==> src/rtl/mapper_flit_receiver.sv <==
// mapper_flit_receiver: keeps local flits, loads keyword table, queues text words in a FWFT FIFO.
// Optional BCAST_ACCEPT_EN also accepts scheduler broadcast dest 4'b0001.
module mapper_flit_receiver #(
  parameter int DATA_WIDTH = 32,
  parameter int FLIT_WIDTH = 36,
  parameter logic [3:0] LOCAL_ADDR = 4'b1001,
  parameter int MAX_KEYWORDS = 8,
  parameter int KW_AW = 3,
  parameter int FIFO_DEPTH = 64,
  parameter int ADDR_WIDTH = 6
) (
  input  logic                  clk,
  input  logic                  reset,
  input  logic                  enablein,
  input  logic [FLIT_WIDTH-1:0] flitin,
  input  logic                  text_ready,
  input  logic [KW_AW-1:0]      kw_rd_addr,
  output logic [DATA_WIDTH-1:0] kw_rd_data,
  output logic [DATA_WIDTH-1:0] kw_count,
  output logic                  kw_valid,
  output logic [DATA_WIDTH-1:0] text_data,
  output logic                  text_valid,
  output logic                  full,
  output logic                  empty,
  output logic                  done,
  output logic                  overflow,
  output logic                  proto_err
);
  typedef enum logic [1:0] {S_COUNT, S_KEY, S_TEXT, S_DONE} state_t;
  state_t state, state_nx;
  logic [DATA_WIDTH-1:0] kw_table [MAX_KEYWORDS];
  logic [DATA_WIDTH-1:0] fifo_mem [FIFO_DEPTH];
  logic [DATA_WIDTH-1:0] payload, idx;
  logic [ADDR_WIDTH-1:0] wr_p, rd_p;
  logic [ADDR_WIDTH:0] cnt;
  logic acc, marker, push, pop, push_ok, key_word, kw_in_range;
  assign payload = flitin[FLIT_WIDTH-1:4];
  assign marker = payload == '1;
`ifdef BCAST_ACCEPT_EN
  assign acc = enablein && (flitin[3:0] == LOCAL_ADDR || flitin[3:0] == 4'b0001);
`else
  assign acc = enablein && flitin[3:0] == LOCAL_ADDR;
`endif
  assign key_word = acc && state == S_KEY && !marker;
  assign kw_in_range = idx < DATA_WIDTH'(MAX_KEYWORDS);
  assign empty = cnt == '0;
  assign full = cnt == (ADDR_WIDTH+1)'(FIFO_DEPTH);
  assign text_valid = !empty;
  assign text_data = fifo_mem[rd_p];
  assign kw_rd_data = kw_table[kw_rd_addr];
  assign done = state == S_DONE;
  assign pop = text_ready && !empty;
  assign push = acc && state == S_TEXT && !marker;
  assign push_ok = push && (!full || pop);
  always_comb begin
    state_nx = state;
    if (acc)
      case (state)
        S_COUNT: state_nx = marker ? S_DONE : (payload == '0 ? S_TEXT : S_KEY);
        S_KEY:   state_nx = marker ? S_DONE : (idx == kw_count - 1'b1 ? S_TEXT : S_KEY);
        S_TEXT:  state_nx = marker ? S_DONE : S_TEXT;
        default: state_nx = state;
      endcase
  end
  always_ff @(posedge clk) begin
    if (reset) begin
      state <= S_COUNT;
      kw_count <= '0;
      idx <= '0;
      kw_valid <= 1'b0;
      overflow <= 1'b0;
      proto_err <= 1'b0;
      wr_p <= '0;
      rd_p <= '0;
      cnt <= '0;
    end else begin
      state <= state_nx;
      if (acc && state == S_COUNT && !marker) begin
        kw_count <= payload;
        idx <= '0;
      end
      if (key_word) idx <= idx + 1'b1;
      if ((key_word && !kw_in_range) || (acc && marker && (state == S_COUNT || state == S_KEY)))
        proto_err <= 1'b1;
      if (state_nx == S_TEXT && state != S_TEXT) kw_valid <= 1'b1;
      if (push && full && !pop) overflow <= 1'b1;
      if (push_ok) wr_p <= wr_p + 1'b1;
      if (pop) rd_p <= rd_p + 1'b1;
      cnt <= cnt + (ADDR_WIDTH+1)'(push_ok) - (ADDR_WIDTH+1)'(pop);
    end
  end
  // storage needs no reset; contents are qualified by kw_count and cnt
  always_ff @(posedge clk) begin
    if (!reset && key_word && kw_in_range) kw_table[idx[KW_AW-1:0]] <= payload;
    if (!reset && push_ok) fifo_mem[wr_p] <= payload;
  end
endmodule

==> config.mk <==
export PLATFORM = sky130hd
export DESIGN_NAME = mapper_flit_receiver
export DESIGN_NICKNAME = d
export VERILOG_FILES = /design/src/rtl/mapper_flit_receiver.sv
export SDC_FILE = /design/constraint.sdc
export NUM_CORES = 2
export LEC_CHECK = 0
export CORE_MARGIN = 2
export CORE_UTILIZATION = 44
export DETAILED_ROUTE_END_ITERATION = 12
export SLEW_MARGIN = 20
export SYNTH_ARGS = -nofsm -noshare
export SYNTH_HDL_FRONTEND = slang
export SYNTH_SLANG_ARGS = --single-unit
==> constraint.sdc <==
create_clock -name clk -period 6.3 [get_ports clk]
set_clock_uncertainty 0.1 [all_clocks]
set_input_delay 0.945 -clock clk [delete_from_list [all_inputs] [get_ports clk]]
set_output_delay 0.945 -clock clk [all_outputs]
set_load 0.005 [all_outputs]
==> reports/metrics.yaml <==
avgSynthCellArea_um2: 22.7
dp_slack_ps: 664
seq_area_um2: 71100
status: "finished, final reports clean"
cts_tree: "done"
place_congestion: 0.840
num_vias: 44508
max_cap_viol_count: 0
tightest_slew_ps: 1100
post_cts_resized: 0
setup_viol: 0
die_w_um: 463
grt_antenna_before_repair: 14
timing.final.crit_share_pct: 90.5
cp.arrival_ps: 4660
cellPowerDensity_nw_per_um2: 344
hold_depth: 2
syn_area_um2: 92800
setup-tns-final_ps: 0
io_buffers: 145
start_util_pct: 44.3
synth_edf_count: 2304
routed_via_density: 5.95
min_path_type: "in2reg"
synth_top_area_share_pct: 74.5
crit_family: "multiplexers"
grt_start_max_net_pins: 102
ys_warn_count: 0
crit_path_frequent_cell: "mux4_2"
dpl.hpwl_um: 141000
critPathLaunchType: "register"
synth_most_common_cell: "edfxtp_1"
synthArstFlopShare_pct: 0
rrSetupSlack_ps: 2120
grt_pass1_vias: 44725
hold_end: "cnt[2]$_SDFF_PP0_"
clk_path_buf_depth: 3
ys.flop_type: "edfxtp_1"
wl_um: 240000
synth_common_cells: "edfxtp_1, mux4_2, clkbuf_1, nor2_1, nand2_1"
post-route-util_pct: 51.1
critical_path_class: "reg2out"
seq_area_frac_synth_pct: 76.6
slew-limit-headroom_pct: 26.2
yosys_register_bits: 2398
dp.cells: 7023
clk_latency_ps: 890
p_leak_nw: 32.3
crit_path_cell_trace: "buf_12 -> mux4_2 -> mux4_2 -> mux2i_1 -> o21ai_0 -> clkdlybuf4s50_1"
synth_area_leader_cell: "edfxtp_1"
multiInputGateArea_um2: 21400
r2r_start: "cnt[2]$_SDFF_PP0_"
cp-end-kind: "primary output"
h-tree-depth: 4
worst_ir_drop_vdd_mv: 0.319
critical_path.max_fanout: 41
critPathBufInv: 2
fin_cells: 7478
ctsHoldBuffers: 0
clk_pin_slew_ps: 60
postCtsSetupBuffers: 0
die_y_um: 463
grt_usage_pct: 22.4
synth_nets: 4153
core_area_um2: 210000
clkSinkCount: 2398
dieArea_um2: 215000
grt_overflow: 0
synthCells: 4096
r2r.worst_path.cells: 10
fmax_ghz: 0.175
slowest_stage: "dfxtp_4"
fin_crit_ps: 5700
drive_gt1_share_pct: 30.9
root_buffer: "clkbuf_16"
drv_slew: 0
n_fill_cell: 16356
worstHoldStart: "reset"
grt_pass1_wl_um: 341000
ant_nets: 0
wl_per_cell_um: 32.1
drtPass1Iterations: 6
first_iter_violations: 5677
drc_errors: 0
setup_ws_ps: 597
pin_count: 146
cp.required_ps: 5250
synth_area_leaders: "edfxtp_1, mux4_2, dfxtp_1"
reg2reg_to: "fifo_mem[58][15]$_DFFE_PP_"
hold_viol_final: 0
synth_cell_types: 69
rows: 168
area_growth_syn_to_layout_pct: 15.4
slowest_delay_ps: 800
numCtsBuffers: 236
fin_nets: 4521
rsz0062_at_grt: "no"
==> where the power goes <==
part	switching (W)	internal (W)	leakage, nW	total [W]
registers	0.0000967	0.0175	21.5	0.0176
clock network	0.00599	0.00805	3.77	0.0140
logic	0.00265	0.00255	7.10	0.00520
total	0.00874	0.0281	32.3	0.0368
==> cell type report <==
type | count | share of cell area (%)
Sequential cell | 2398 | 66.4
Multi-Input combinational cell | 1454 | 19.9
Clock buffer | 281 | 5.73
Tap cell | 2805 | 3.28
Timing Repair Buffer | 354 | 3.12
Clock inverter | 163 | 1.51
Inverter | 20 | 0.0701
Antenna cell | 3 | 0.00701
==> metal layers <==
layer  wire length (um)  GRT usage [%]  vias to the layer above
li1                   -              -                    18167
met1             101000           32.0                    24311
met2             118000           36.1                     1739
met3              16800           3.78                      289
met4               5090           5.24                        2
met5                  7              0                        -
==> cell usage in the layout (no fill, tap or decap), types with 9 or more instances in the layout <==
cell type	instances
clkbuf_16	239
buf_12	30
mux2i_1	14
buf_4	174
nand2_1	114
clkinv_1	75
nor3_1	15
nor2_1	67
clkbuf_1	42
clkdlybuf4s50_1	109
inv_1	20
o21ai_0	43
bufinv_16	27
nand3b_1	11
ha_1	13
a21oi_1	72
xor2_1	26
edfxtp_1	2304
nand3_1	16
nand2b_1	9
mux4_2	725
mux2_2	43
xnor2_1	29
dfxtp_1	88
nor2_4	69
nand4_1	27
buf_2	34
clkinv_2	40
nor4_1	31
and3_1	17
==> logic make-up (layout without fill, tap and decap cells) <==
kind of cell	Yosys count	after routing	share of synthesized area [%]
fa+ha+maj	14	14	0.197
other cells	0	3	0
xor+xnor	56	56	0.536
compound gates	163	163	1.02
mux	782	782	18.3
buf+inv	244	818	1.03
flops	2398	2398	76.6
simple gates	439	439	2.39
==> state kept, by name, summed over array words and instances (netlist names), named ones only <==
name	flops
kw_count	32
wr_p	6
proto_err	1
rd_p	6
state	2
kw_valid	1
overflow	1
idx	32
fifo_mem	2048
cnt	7
kw_table	256
==> worst reg2reg max path, cell delays in order (launching register included) <==
cell and delay (ps):
dfxtp_1 330, inv_1 60, ha_1 210, nand4_1 150, or2_2 130, and3_1 300
inv_1 170, buf_4 180, nor3b_2 450, nand3_1 610, nor2_4 1060
==> worst max path at each step <==
stage	cells after the start	endpoint	from	slack, ps
global placement	13	fifo_mem[10][25]$_DFFE_PP_	flitin[34]	690
CTS	8	text_data[13]	register	470
global route	8	text_data[14]	register	440
detailed placement	13	fifo_mem[11][25]$_DFFE_PP_	flitin[34]	660
finish	6	text_data[14]	register	600
floorplan	9	fifo_mem[63][0]$_DFFE_PP_	flitin[1]	1010
==> per-stage QoR <==
stage	hold WS, ps	total power [W]	instance area (um2)
global placement	359	0.0232	99100
finish	317	0.0368	107000
detailed placement	364	0.0232	99200
CTS	230	0.0372	107000
floorplan	361	0.0212	92800
global route	295	0.0380	107000
(Power assumes the default switching activity.)
